===== src/rtl/tristate_line_receiver_if.sv =====
// Interface bundle for tristate_line_receiver.
//   line     : shared single-wire tri-state line (released driver = Z)
//   data     : last good frame payload
//   valid    : data holds an unconsumed frame
//   ready    : consumer accepts data when valid && ready at a clk edge
//   busy     : receiver is inside a frame
//   err_col  : one-cycle pulse, X sampled on line (contention)
//   err_frm  : one-cycle pulse, stop bit read as 0
//   err_ovr  : one-cycle pulse, good frame dropped because valid still high
//   err_par  : one-cycle pulse, parity mismatch (0 unless RX_PARITY_EN)
// master = receiver side, slave = line driver / consumer side.
interface tristate_line_receiver_if #(
  parameter int unsigned DATA_W = 8
);
  logic              line;
  logic [DATA_W-1:0] data;
  logic              valid;
  logic              ready;
  logic              busy;
  logic              err_col;
  logic              err_frm;
  logic              err_ovr;
  logic              err_par;

  modport master (
    input  line, ready,
    output data, valid, busy, err_col, err_frm, err_ovr, err_par
  );

  modport slave (
    output line, ready,
    input  data, valid, busy, err_col, err_frm, err_ovr, err_par
  );
endinterface


===== src/rtl/tristate_line_receiver.sv =====
// tristate_line_receiver
// Receive endpoint of a shared single-wire tri-state line. Recovers
// start / DATA_W data bits (LSB first) / [even parity] / stop frames by
// mid-bit sampling and presents each byte on a valid/ready handshake.
// Ports:
//   clk   : rising-edge clock
//   rst_n : asynchronous active-low reset
//   bus   : tristate_line_receiver_if.master (line, data, valid, ready,
//           busy, err_col, err_frm, err_ovr, err_par)
// Parameters: DATA_W data bits per frame, OSR clocks per bit (even, >= 2).
// Build option: define RX_PARITY_EN to add an even-parity bit after the
// data bits; otherwise err_par is tied 0.
module tristate_line_receiver #(
  parameter int unsigned DATA_W = 8,
  parameter int unsigned OSR    = 4
) (
  input  logic                      clk,
  input  logic                      rst_n,
  tristate_line_receiver_if.master  bus
);

  localparam int unsigned PH_W  = $clog2(OSR);
  localparam int unsigned BIT_W = (DATA_W > 1) ? $clog2(DATA_W) : 1;

  localparam logic [PH_W-1:0]  PH_HALF  = PH_W'(OSR / 2 - 1);
  localparam logic [PH_W-1:0]  PH_FULL  = PH_W'(OSR - 1);
  localparam logic [BIT_W-1:0] BIT_LAST = BIT_W'(DATA_W - 1);

`ifdef RX_PARITY_EN
  typedef enum logic [2:0] {ST_IDLE, ST_START, ST_DATA, ST_PAR, ST_STOP} state_t;
`else
  typedef enum logic [1:0] {ST_IDLE, ST_START, ST_DATA, ST_STOP} state_t;
`endif

  state_t            state_q;
  logic [PH_W-1:0]   phase_q;
  logic [BIT_W-1:0]  bit_q;
  logic [DATA_W-1:0] shift_q;
  logic [DATA_W-1:0] data_q;
  logic              valid_q;
  logic              busy_q;
  logic              err_col_q;
  logic              err_frm_q;
  logic              err_ovr_q;
  logic              err_par_q;
`ifdef RX_PARITY_EN
  logic              par_bad_q;
`endif

  // Line decode: 0 -> dominant zero, 1/Z -> recessive one, X -> collision.
  // The inner casez lets a Z on line match the wildcard while X does not.
  logic line_zero;
  logic line_col;

  always_comb begin
    line_zero = 1'b0;
    line_col  = 1'b0;
    case (bus.line)
      1'b0:    line_zero = 1'b1;
      1'b1:    line_zero = 1'b0;
      default: begin
        casez (bus.line)
          1'b1:    line_col = 1'b0;
          default: line_col = 1'b1;
        endcase
      end
    endcase
  end

  always_ff @(posedge clk or negedge rst_n) begin
    if (!rst_n) begin
      state_q   <= ST_IDLE;
      phase_q   <= '0;
      bit_q     <= '0;
      shift_q   <= '0;
      data_q    <= '0;
      valid_q   <= 1'b0;
      busy_q    <= 1'b0;
      err_col_q <= 1'b0;
      err_frm_q <= 1'b0;
      err_ovr_q <= 1'b0;
      err_par_q <= 1'b0;
`ifdef RX_PARITY_EN
      par_bad_q <= 1'b0;
`endif
    end else begin
      err_col_q <= 1'b0;
      err_frm_q <= 1'b0;
      err_ovr_q <= 1'b0;
      err_par_q <= 1'b0;

      // Consumer handshake; a delivery in ST_STOP below overrides this.
      if (valid_q && bus.ready) valid_q <= 1'b0;

      case (state_q)
        ST_IDLE: begin
          if (line_zero) begin
            state_q <= ST_START;
            phase_q <= '0;
            bit_q   <= '0;
            busy_q  <= 1'b1;
`ifdef RX_PARITY_EN
            par_bad_q <= 1'b0;
`endif
          end
        end

        ST_START: begin
          if (phase_q == PH_HALF) begin
            phase_q <= '0;
            if (line_col) begin
              err_col_q <= 1'b1;
              state_q   <= ST_IDLE;
              busy_q    <= 1'b0;
            end else if (line_zero) begin
              state_q <= ST_DATA;
            end else begin
              state_q <= ST_IDLE;
              busy_q  <= 1'b0;
            end
          end else begin
            phase_q <= phase_q + PH_W'(1);
          end
        end

        ST_DATA: begin
          if (phase_q == PH_FULL) begin
            phase_q <= '0;
            if (line_col) begin
              err_col_q <= 1'b1;
              state_q   <= ST_IDLE;
              busy_q    <= 1'b0;
            end else begin
              shift_q <= {~line_zero, shift_q[DATA_W-1:1]};
              bit_q   <= bit_q + BIT_W'(1);
              if (bit_q == BIT_LAST) begin
`ifdef RX_PARITY_EN
                state_q <= ST_PAR;
`else
                state_q <= ST_STOP;
`endif
              end
            end
          end else begin
            phase_q <= phase_q + PH_W'(1);
          end
        end

`ifdef RX_PARITY_EN
        ST_PAR: begin
          if (phase_q == PH_FULL) begin
            phase_q <= '0;
            if (line_col) begin
              err_col_q <= 1'b1;
              state_q   <= ST_IDLE;
              busy_q    <= 1'b0;
            end else begin
              // Even parity: payload XOR parity bit must be 0.
              par_bad_q <= ^{shift_q, ~line_zero};
              err_par_q <= ^{shift_q, ~line_zero};
              state_q   <= ST_STOP;
            end
          end else begin
            phase_q <= phase_q + PH_W'(1);
          end
        end
`endif

        ST_STOP: begin
          if (phase_q == PH_FULL) begin
            phase_q <= '0;
            state_q <= ST_IDLE;
            busy_q  <= 1'b0;
            if (line_col) begin
              err_col_q <= 1'b1;
            end else if (line_zero) begin
              err_frm_q <= 1'b1;
            end else begin
`ifdef RX_PARITY_EN
              if (!par_bad_q) begin
`else
              begin
`endif
                if (!valid_q || bus.ready) begin
                  data_q  <= shift_q;
                  valid_q <= 1'b1;
                end else begin
                  err_ovr_q <= 1'b1;
                end
              end
            end
          end else begin
            phase_q <= phase_q + PH_W'(1);
          end
        end

        default: begin
          state_q <= ST_IDLE;
          busy_q  <= 1'b0;
        end
      endcase
    end
  end

  assign bus.data    = data_q;
  assign bus.valid   = valid_q;
  assign bus.busy    = busy_q;
  assign bus.err_col = err_col_q;
  assign bus.err_frm = err_frm_q;
  assign bus.err_ovr = err_ovr_q;
  assign bus.err_par = err_par_q;

endmodule

===== src/flat_wrapper.sv =====
// flat-port wrapper written by rule: the top's interface ports become plain ports
module tristate_line_receiver_flat 
#(
  parameter int unsigned DATA_W = 8,
  parameter int unsigned OSR    = 4
)
  (clk, rst_n, bus_line, bus_ready, bus_data, bus_valid, bus_busy, bus_err_col, bus_err_frm, bus_err_ovr, bus_err_par);
  tristate_line_receiver_if #(.DATA_W(DATA_W)) bus_i ();
  input  logic clk;
  input  logic rst_n;
  input wire logic [$bits(bus_i.line)-1:0] bus_line;
  input wire logic [$bits(bus_i.ready)-1:0] bus_ready;
  output wire logic [$bits(bus_i.data)-1:0] bus_data;
  output wire logic [$bits(bus_i.valid)-1:0] bus_valid;
  output wire logic [$bits(bus_i.busy)-1:0] bus_busy;
  output wire logic [$bits(bus_i.err_col)-1:0] bus_err_col;
  output wire logic [$bits(bus_i.err_frm)-1:0] bus_err_frm;
  output wire logic [$bits(bus_i.err_ovr)-1:0] bus_err_ovr;
  output wire logic [$bits(bus_i.err_par)-1:0] bus_err_par;
  assign bus_i.line = bus_line;
  assign bus_i.ready = bus_ready;
  assign bus_data = bus_i.data;
  assign bus_valid = bus_i.valid;
  assign bus_busy = bus_i.busy;
  assign bus_err_col = bus_i.err_col;
  assign bus_err_frm = bus_i.err_frm;
  assign bus_err_ovr = bus_i.err_ovr;
  assign bus_err_par = bus_i.err_par;
  tristate_line_receiver #(.DATA_W(DATA_W), .OSR(OSR)) u_core (.clk(clk), .rst_n(rst_n), .bus(bus_i));
endmodule

===== config.mk =====
export PLATFORM = sky130hd
export DESIGN_NAME = tristate_line_receiver_flat
export DESIGN_NICKNAME = d
export VERILOG_FILES = /design/src/rtl/tristate_line_receiver_if.sv /design/src/rtl/tristate_line_receiver.sv /design/src/flat_wrapper.sv
export SDC_FILE = /design/constraint.sdc
export NUM_CORES = 1
export LEC_CHECK = 0
export CORE_MARGIN = 4
export CORE_UTILIZATION = 56
export CTS_CLUSTER_DIAMETER = 150
export DETAILED_ROUTE_END_ITERATION = 10
export GPL_ROUTABILITY_DRIVEN = 0
export PLACE_DENSITY = 0.8
export SLEW_MARGIN = 20
export SYNTH_ARGS = -nofsm -noshare
export SYNTH_HDL_FRONTEND = slang
export SYNTH_SLANG_ARGS = --single-unit

===== constraint.sdc =====
create_clock -name clk -period 4 [get_ports clk]
set_input_delay 0.6 -clock clk [delete_from_list [all_inputs] [get_ports clk]]
set_output_delay 0.6 -clock clk [all_outputs]
set_load 0.05 [all_outputs]

* Word-level counts from Yosys, hierarchy flattened
Cells that the tools add are included.
** Word-level totals
- Logic and storage cells :: 69
- Output and inout bits :: 14
- Register bits after elaboration :: 27
- Input port bits :: 4
** Cells by class
- Add/subtract/negate cells :: 2
- Mux-type cells :: 32
- Reduce and logical (&&, ||, !) cells :: 11
- Equal/unequal tests :: 12
- Bitwise gates (word level) :: 3
** Operators with widths (number)
- $mux 2 :: 9
- $mux 1 :: 16
- $ne 2x1->1 const B :: 5
- $reduce_and 5->1 :: 2
- $pmux 2 s4 :: 1
- $eq 2x2->1 const B :: 3
- $mux 3 :: 2
- $pmux 2 s3 :: 1
- $pmux 3 s2 :: 1
- $eq 2x1->1 const B :: 2
- $reduce_and 4->1 :: 1
- $add 3x1->3 const B :: 1
- $eq 3x3->1 const B :: 1
- $not 1->1 :: 3
- $pmux 1 s3 :: 1
- $reduce_and 3->1 :: 1
- $add 2x1->2 const B :: 1
- $logic_not 2->1 :: 1
- $ne 2x2->1 const B :: 1
- $pmux 1 s2 :: 1
- $reduce_and 2->1 :: 1
- $reduce_bool 2->1 :: 1
- $reduce_or 2->1 :: 1
- $logic_and 1x1->1 :: 1
- other kinds (2) :: 2

* Longest topological paths before layout
Gate-level depths: netlist of run 1.
- Depth after elaboration :: 6
- Depth in mapped cells :: 5
- Mapped depth without buffers :: 5

* Worst setup path before layout of run 1
No wires, ideal clock.
- Path type :: register to register
- Start point :: register u_core.phase_q[0]
- End point :: register u_core.data_q[0] (netlist: u_core.bus.data[0])
- Setup time :: 125 ps
- Arrival :: 1354 ps
- Path slack :: 2522 ps
- Stages on the path, launching flop included :: 6
- Period minus slack after synthesis :: 1478 ps
- Buffers on the path :: 1
- Data required time :: 3875 ps
- Cell sequence :: dfrtp_1 -> ha_1 -> nand4_2 -> nor2b_1 -> buf_4 -> mux2_2
** On the way
- Cells in the longest elaborated chain, start to end :: 2
** Ends and longest elaborated chain
- start: declaration :: line tristate_line_receiver.sv:36 : logic [PH_W-1:0] phase_q;
- start signal: assignment :: line tristate_line_receiver.sv:122 : phase_q <= phase_q + PH_W'(1);
- start signal: assignment :: line tristate_line_receiver.sv:145 : phase_q <= phase_q + PH_W'(1);
- start signal: assignment :: line tristate_line_receiver.sv:193 : phase_q <= phase_q + PH_W'(1);
- $eq 2x2->1 :: line tristate_line_receiver.sv:170 : if (phase_q == PH_FULL) begin
- $reduce_and 4->1 (no line)
- end signal: assignment :: line tristate_line_receiver.sv:185 : data_q <= shift_q;
- end: declaration :: line tristate_line_receiver.sv:39 : logic [DATA_W-1:0] data_q;
No other way between the ends.
A chain may end at the register's enable or synchronous reset.

* Worst setup path after layout of run 1
- Start point :: register u_core.busy_q (netlist: u_core.bus.busy)
- End point :: output port bus_busy
** RTL lines
- start: declaration :: line tristate_line_receiver.sv:41 : logic busy_q;
- start signal: assignment :: line tristate_line_receiver.sv:78 : busy_q <= 1'b0;
- start signal: assignment :: line tristate_line_receiver.sv:101 : busy_q <= 1'b1;
- start signal: assignment :: line tristate_line_receiver.sv:114 : busy_q <= 1'b0;
- end: declaration :: line flat_wrapper.sv:15 : output wire logic [$bits(bus_i.busy)-1:0] bus_busy;
No word-level cell between the ends.

==> results of run 1 <==
layout make-up:
class	instances	area, um^2
Clock buffer	3	22.5
Clock inverter	1	5.00
Fill cell	143	611
Inverter	6	22.5
Multi-Input combinational cell	54	474
Sequential cell	27	676
Tap cell	27	33.8
Timing Repair Buffer	16	158
registers in the layout (all words and copies together), names as in the netlist, 2 cells and up, named ones only:
register,count
u_core.bus.data,8
u_core.shift_q,8
u_core.bit_q,3
u_core.phase_q,2
Yosys cell counts, drive strengths merged (2+ instances only):
master  count  share of area [%]
inv         6                1.9
nand2       7                2.4
buf         5                2.9
dfrtp      27                 56
o21ai       2               0.83
a22o        4                2.9
mux2       16                 15
ha          5                5.2
nor2        2               0.62
nor2b       3                2.2
metrics by stage:
stage	hold slack [ns]	total power [mW]	utilization, %	instances
2_1_floorplan	0.304	0.702	-	92
3_3_place_gp	0.490	0.779	68.1	130
3_5_place_dp	0.498	0.796	68.1	130
4_1_cts	0.529	0.910	69.5	134
5_1_grt	0.537	0.965	69.5	134
6_report	0.522	0.899	69.5	134
power by group:
part	leakage [nW]	total (mW)	internal [mW]	switching [mW]
registers	0.357	0.442	0.351	0.0901
clock network	0.0177	0.114	0.0374	0.0764
logic	0.291	0.344	0.159	0.185
worst max-delay path by stage:
stage	startpoint	end	slack [ns]
6_report	u_core.bus.busy	bus_busy	1.86
5_1_grt	u_core.bus.busy	bus_busy	1.78
4_1_cts	u_core.bus.busy	bus_busy	1.84
3_5_place_dp	bus_line	u_core.bus.data[7]	1.52
3_3_place_gp	bus_line	u_core.bus.data[7]	1.56
2_1_floorplan	u_core.phase_q[0]	u_core.bus.data[0]	2.52
cells by family after synthesis:
| family | Yosys count | synth area share, % |
|---|---|---|
| AO/OA/AOI/OAI | 13 | 8.32 |
| adder cells (fa/ha/maj) | 5 | 5.20 |
| buffers and inverters | 11 | 4.78 |
| flip-flops | 27 | 56.1 |
| multiplexers | 18 | 17.7 |
| other | 1 | 0.312 |
| AND/OR/NAND/NOR | 16 | 7.59 |
metal layers:
metal	global-route usage (%)	up-vias
met5	0	-
met1	20.0	343
met4	4.98	0
li1	-	345
met2	23.3	13
met3	3.27	2
==> flow_summary.json, run 1 <==
{
  "outcome": "finished, final reports clean",
  "clk_pin_slew_ns": 0.14,
  "dr.pass1.iters": 4,
  "yosysWarnings": 0,
  "diodes": 0,
  "setup_viol": 0,
  "vias_per_cell": 5.25,
  "wl_met1_um": 894,
  "timing.rr.end": "u_core.bus.data[6]",
  "crit_family": "buffers and inverters",
  "grt_pass1_wl_um": 3110,
  "met3_length_um": 74,
  "layout_setup_ws_ns": 1.86,
  "synth_edf_count": 0,
  "tightest_slew_ns": 0.640,
  "critPathLaunchType": "register",
  "ant_nets": 0,
  "fin_crit_ns": 2.14,
  "netlist_instances": 91,
  "cp.depth": 1,
  "drive_gt1_share_pct": 23.4,
  "cts_made_buffers": 3,
  "post_cts_resized": 0,
  "path_max_fanout": 4,
  "critPathRequiredTime_ns": 3.40,
  "hold_buffers": 0,
  "min_period_over_period_pct": 53.6,
  "drv_cap": 0,
  "fp-row-count": 16,
  "syn_area_um2": 1200,
  "layout_commonest_cell": "dfrtp_1",
  "area_growth_pct": 15.6,
  "htree_levels": 1,
  "grt_usage_pct": 14.8,
  "io_pins": 18,
  "core_region_area_um2": 2000,
  "worstPathArrival_ns": 1.54,
  "cts_buffer_depth": 2,
  "slew_headroom_pct": 57.2,
  "ys_seq_elements": 27,
  "overflow": 0,
  "place_hpwl_um": 1380,
  "end_kind": "primary output",
  "async_flop_share_pct": 100,
  "port_buffers": 15,
  "final_cell_mix": "dfrtp_1, mux2_2, clkdlybuf4s50_1",
  "fin_area_um2": 1390,
  "rsz0062_at_grt": "false",
  "nNetsFinal": 117,
  "cts_setup_buffers": 0,
  "die_x_um": 54.4,
  "drtIter0Drc": 14,
  "avgSynthCellArea_um2": 13.2,
  "ys_seq_area_share_pct": 56.1,
  "start_util_pct": 60.1,
  "cts_tree": "done",
  "die_area_um2": 2960,
  "whs_path_depth": 1,
  "fin_setup_tns_ns": 0,
  "wl_met2_um": 849,
  "cpPeakStageDelay_ns": 0.81,
  "path_class": "reg2out",
  "top_signal_layer_used": "met4",
  "root_buffer": "clkbuf_4",
  "p_leak_nw": 0.666,
  "cts.sinks": 27,
  "drc": 0,
  "clock_latency_ns": 0.32,
  "ys.flop_type": "dfrtp_1",
  "vias": 703,
  "finalHoldViolations": 0,
  "cpMaxStageDelayCell": "clkdlybuf4s50_1",
  "grt_max_degree": 28,
  "die_y_um": 54.4,
  "clock_skew_ns": 0.00658,
  "worstHoldStart": "u_core.bus.data[4]",
  "worstRegToRegCells": 4,
  "pre_cts_ws_ns": 1.52,
  "path_buf_inv": 1,
  "grt_pass1_vias": 699,
  "r2r_start": "u_core.phase_q[0]",
  "path_cells": "clkdlybuf4s50_1",
  "irDropWorstVdd_v": 0.000374,
  "antenna_found_initial": 0,
  "rrSetupSlack_ns": 2.06,
  "min_to": "u_core.bus.data[4]",
  "hold_path_class": "reg2reg",
  "powerDensity_nw_per_um2": 646,
  "fmax_mhz": 466,
  "wire_per_inst_um": 13.6,
  "routed_wl_um": 1830,
  "placed_cell_area_um2": 1360,
  "synth.distinct_cells": 27,
  "slew_violations": 0
}
Power figures use the tool's default switching activity.
==> run 2: changes to the inputs <==
--- a/config.mk
+++ b/config.mk
@@ -6,11 +6,11 @@
 export NUM_CORES = 1
 export LEC_CHECK = 0
 export CORE_MARGIN = 4
-export CORE_UTILIZATION = 56
+export CORE_UTILIZATION = 52
 export CTS_CLUSTER_DIAMETER = 150
 export DETAILED_ROUTE_END_ITERATION = 10
 export GPL_ROUTABILITY_DRIVEN = 0
-export PLACE_DENSITY = 0.8
+export PLACE_DENSITY = 0.75
 export SLEW_MARGIN = 20
 export SYNTH_ARGS = -nofsm -noshare
 export SYNTH_HDL_FRONTEND = slang
==> constraint.sdc (replaced) <==
create_clock -name clk -period 2.25 [get_ports clk]
set_input_delay 0.3375 -clock clk [delete_from_list [all_inputs] [get_ports clk]]
set_output_delay 0.3375 -clock clk [all_outputs]
set_load 0.05 [all_outputs]
==> run 2 against run 1 <==
  * Register-to-register slack worse by 1.5 ns
  * Die area grew 6.5%
  * Sequential power grew 78%
  * Hold slack lost 0.15 ns
  * Setup slack worse by 1.5 ns
  * Clock power grew 77%
  * Critical endpoint unchanged
  * Highest routed layer unchanged
==> flow_summary.json, run 2 (synthesis results as in run 1) <==
{
  "slew_violations": 0,
  "outcome": "finished, final reports clean",
  "drv_cap": 0,
  "root_buffer": "clkbuf_4",
  "drive_gt1_share_pct": 24.8,
  "irDropWorstVdd_v": 0.000676,
  "overflow": 0,
  "cpMaxStageDelayCell": "clkdlybuf4s50_1",
  "cts_made_buffers": 3,
  "diodes": 0,
  "clock_latency_ns": 0.31,
  "die_y_um": 56.1,
  "wire_per_inst_um": 13.4,
  "core_region_area_um2": 2210,
  "cp.depth": 1,
  "htree_levels": 1,
  "path_buf_inv": 1,
  "fmax_mhz": 535,
  "num-fill-cells": 174,
  "p_leak_nw": 0.672,
  "fin_total_pwr_mw": 1.60,
  "fin_setup_tns_ns": 0,
  "post_cts_resized": 0,
  "min_period_over_period_pct": 83.1,
  "layout_setup_ws_ns": 0.380,
  "placed_cell_area_um2": 1380,
  "hold_buffers": 0,
  "multiInputGateArea_um2": 474,
  "slew_headroom_pct": 65.1,
  "dp_cells": 133,
  "critPathLaunchType": "register",
  "dr.pass1.iters": 4,
  "vias": 700,
  "layout_commonest_cell": "dfrtp_1",
  "crit_family": "buffers and inverters",
  "finalHoldViolations": 0,
  "fin_cells": 137,
  "cts_tree": "done",
  "cts_buffer_depth": 2,
  "rsz0062_at_grt": "false",
  "antenna_found_initial": 0,
  "timing.hold.ws_ns": 0.373,
  "setup_viol": 0,
  "tightest_slew_ns": 0.522,
  "critPathRequiredTime_ns": 1.91,
  "place_hpwl_um": 1380,
  "grt_pass1_wl_um": 3460,
  "fin_crit_ns": 1.87,
  "powerDensity_nw_per_um2": 1130,
  "port_buffers": 15,
  "cpPeakStageDelay_ns": 0.82,
  "path_cells": "clkdlybuf4s50_1",
  "clk_pin_slew_ns": 0.14,
  "worstRegToRegCells": 5,
  "clock_skew_ns": 0.00145,
  "routed_wl_um": 1840,
  "end_kind": "primary output",
  "fp-row-count": 17,
  "cts.sinks": 27,
  "regArea_um2": 676,
  "vias_per_cell": 5.11,
  "cts_setup_buffers": 0,
  "final_cell_mix": "dfrtp_1, mux2_2, clkdlybuf4s50_1",
  "pre_cts_ws_ns": 0.496,
  "worstPathArrival_ns": 1.53,
  "ant_nets": 0,
  "area_growth_pct": 17.2,
  "grt_usage_pct": 13.5,
  "fin_area_um2": 1410,
  "die_x_um": 56.1,
  "grt_pass1_vias": 742,
  "path_max_fanout": 4,
  "start_util_pct": 54.4,
  "io_pins": 18,
  "drtIter0Drc": 10,
  "drc": 0,
  "die_area_um2": 3150,
  "utilization_pct": 63.7,
  "nNetsFinal": 119,
  "path_class": "reg2out",
  "grt_max_degree": 28,
  "hold_path_class": "in2async"
}
==> run 2: routing by layer <==
layer / vias up / share of wire [%] / GRT usage (%)
li1: 351 / - / -
met1: 335 / 47 / 19.3
met2: 12 / 47 / 21.2
met3: 2 / 4.4 / 2.78
met4: 0 / 0.87 / 3.05
met5: - / 0 / 0
==> run 2: worst paths after layout <==
kind                                         endpoint  slack [ns]              start
setup / recovery                             bus_busy        0.38    u_core.bus.busy
hold / removal             asynchronous set/reset pin        0.37              rst_n
setup reg to reg                   u_core.bus.data[3]        0.60  u_core.phase_q[0]
hold reg to reg                    u_core.bus.data[0]        0.52  u_core.shift_q[0]
max in group asynchronous           u_core.shift_q[0]        1.64              rst_n
min in group clk                   u_core.bus.data[0]        0.52  u_core.shift_q[0]
==> run 2: final cells by class <==
class,instances,area share [%]
clock inverters,1,0.532
repair buffers,18,12.2
inverters,6,1.60
flip-flops and latches,27,47.9
clock buffers,3,1.60
well taps,28,2.48
multi-input cells,54,33.6
==> run 2: power breakdown <==
part | leakage, nW | total, mW | internal [mW] | switching, mW
sequential | 0.357 | 0.785 | 0.625 | 0.160
clock | 0.0139 | 0.202 | 0.0676 | 0.134
combinational | 0.301 | 0.612 | 0.285 | 0.327
total | 0.672 | 1.60 | 0.977 | 0.621
==> run 3: changes to the inputs <==
--- a/config.mk
+++ b/config.mk
@@ -6,11 +6,11 @@
 export NUM_CORES = 1
 export LEC_CHECK = 0
 export CORE_MARGIN = 4
-export CORE_UTILIZATION = 52
+export CORE_UTILIZATION = 47
 export CTS_CLUSTER_DIAMETER = 150
 export DETAILED_ROUTE_END_ITERATION = 10
 export GPL_ROUTABILITY_DRIVEN = 0
-export PLACE_DENSITY = 0.75
+export PLACE_DENSITY = 0.72
 export SLEW_MARGIN = 20
 export SYNTH_ARGS = -nofsm -noshare
 export SYNTH_HDL_FRONTEND = slang
==> constraint.sdc (replaced) <==
create_clock -name clk -period 1.6 [get_ports clk]
set_input_delay 0.24 -clock clk [delete_from_list [all_inputs] [get_ports clk]]
set_output_delay 0.24 -clock clk [all_outputs]
set_load 0.05 [all_outputs]
==> run 3 against run 2 <==
  * Register-to-register slack lost 0.51 ns
  * Sequential cell count unchanged
  * Global-route usage shrank 0.47 points
  * Sequential power increased by 32%
  * Clock skew up 0.0025 ns
  * Final cell count grew 5.8%
  * Combinational power is 63% higher
  * Wire length increased by 4.7%
  * Total power rose by 45%
  * Sequential share of layout area down 0.88 points
  * Clock power grew 41%
  * Via count up 7.3%
==> flow_summary.json, run 3 (synthesis results as in run 1) <==
{
  "startpoint": "u_core.phase_q[1]",
  "min_period_over_period_pct": 94.3,
  "path_class": "reg2reg",
  "htree_levels": 1,
  "worstRegToRegCells": 5,
  "die_area_um2": 3430,
  "vias": 751,
  "cts_made_buffers": 3,
  "io_pins": 18,
  "critPathRequiredTime_ns": 1.81,
  "fp-row-count": 18,
  "grt_max_degree": 28,
  "combPwrFrac_pct": 43.0,
  "drive_gt1_share_pct": 39.1,
  "hold_buffers": 0,
  "cts_buffer_depth": 2,
  "fin_area_um2": 1440,
  "fmax_mhz": 663,
  "start_util_pct": 49.0,
  "setup_viol": 0,
  "vias_per_cell": 5.18,
  "finalHoldViolations": 0,
  "p_sw_mw": 0.894,
  "clock_skew_ns": 0.00397,
  "ant_nets": 0,
  "grt_usage_pct": 13.0,
  "layout_commonest_cell": "dfrtp_1",
  "timing.rr.end": "u_core.bus.data[7]",
  "final_cell_mix": "dfrtp_1, buf_4, mux2_2",
  "hold_path_class": "in2async",
  "regArea_um2": 676,
  "multiInputGateArea_um2": 487,
  "diodes": 0,
  "worstPathArrival_ns": 1.72,
  "routed_wl_um": 1930,
  "place_hpwl_um": 1420,
  "path_max_fanout": 8,
  "wire_per_inst_um": 13.3,
  "placed_cell_area_um2": 1390,
  "dr.pass1.iters": 4,
  "core_region_area_um2": 2450,
  "cts.sinks": 27,
  "p_leak_nw": 0.724,
  "utilization_pct": 58.5,
  "drv_cap": 0,
  "drtIter0Drc": 8,
  "port_buffers": 15,
  "clk_pin_slew_ns": 0.14,
  "cts_tree": "done",
  "rrSetupSlack_ns": 0.09,
  "seqPwrFrac_pct": 44.8,
  "r2r_start": "u_core.phase_q[1]",
  "slew_violations": 0,
  "antenna_found_initial": 0,
  "powerDensity_nw_per_um2": 1620,
  "outcome": "finished, final reports clean",
  "crit_end": "u_core.bus.data[7]",
  "swShare_pct": 38.5,
  "num-fill-cells": 204,
  "fin_setup_tns_ns": 0,
  "irDropWorstVdd_v": 0.000838,
  "nNetsFinal": 125,
  "critPathLaunchType": "register",
  "end_kind": "register",
  "area_growth_pct": 19.3,
  "root_buffer": "clkbuf_4",
  "grt_pass1_wl_um": 3460,
  "fin_crit_ns": 1.51,
  "rsz0062_at_grt": "false",
  "clock_latency_ns": 0.31,
  "intPower_mw": 1.43,
  "grt_pass1_vias": 782,
  "overflow": 0,
  "die_x_um": 58.6,
  "die_y_um": 58.6,
  "p_clk_share_pct": 12.2,
  "drc": 0
}
-- run 3: cell count changes in the layout (fill, tap and decap cells not counted) --
cell,change
buf_4,+18
ha_4,+1
clkinvlp_4,-1
clkbuf_1,+1
clkdlybuf4s50_1,-12
ha_1,-1
-- run 3: through the flow --
step                      worst slack (ns)  total power [mW]  instances  hold WS [ns]
final                               0.0906              2.32        145         0.274
after global routing                0.0166              2.49        145         0.295
after CTS                           0.0162              2.32        144         0.278
after detailed placement           -0.0534              2.03        140         0.501
after global placement             -0.0240              1.99        140         0.495
after floorplan                      0.122              1.75         92       -0.0556
-- run 3: worst min path at each step --
stage / from / endpoint / depth (start not counted)
6_report: rst_n / u_core.bus.busy / 2
5_1_grt: rst_n / u_core.bit_q[1] / 2
4_1_cts: rst_n / u_core.bus.busy / 2
3_5_place_dp: u_core.bus.data[3] / u_core.bus.data[3] / 1
3_3_place_gp: u_core.bus.data[4] / u_core.bus.data[4] / 1
2_1_floorplan: rst_n / asynchronous set/reset pin / 0
-- run 3: power groups by stage --
| stage | registers (mW) | logic (mW) | clock network (mW) |
|---|---|---|---|
| after floorplan | 1.20 | 0.557 | 0 |
| after global placement | 1.03 | 0.956 | 0 |
| after detailed placement | 1.04 | 0.988 | 0 |
| after CTS | 1.03 | 0.990 | 0.295 |
| after global routing | 1.07 | 1.11 | 0.309 |
| final | 1.04 | 0.999 | 0.284 |
-- run 3: per-layer routing --
metal	track usage, %	up-vias	part of all wire, %
met3	3.07	2	5.4
met5	0	-	0
met2	21.4	13	46
met4	3.88	0	0.78
li1	-	367	-
met1	17.3	369	47
-- run 3: cell type report --
cell class | instances | share of cell area, %
Sequential cell | 27 | 47.0
Inverter | 6 | 1.57
Timing Repair Buffer | 24 | 13.1
Tap cell | 30 | 2.61
Multi-Input combinational cell | 54 | 33.9
Clock buffer | 4 | 1.83
-- run 3: timing repair --
item                                    in CTS  in global routing
endpoints found under the setup margin       0                  8
resized for setup                            0                  2
buffers inserted                             0                  1
-- run 3: worst max-delay path, cell delays in order (launching register included) --
cell     delay (ns)
dfrtp_1        0.45
ha_4           0.18
nand4_2        0.12
nor2b_1        0.14
buf_4          0.18
mux2_2         0.34
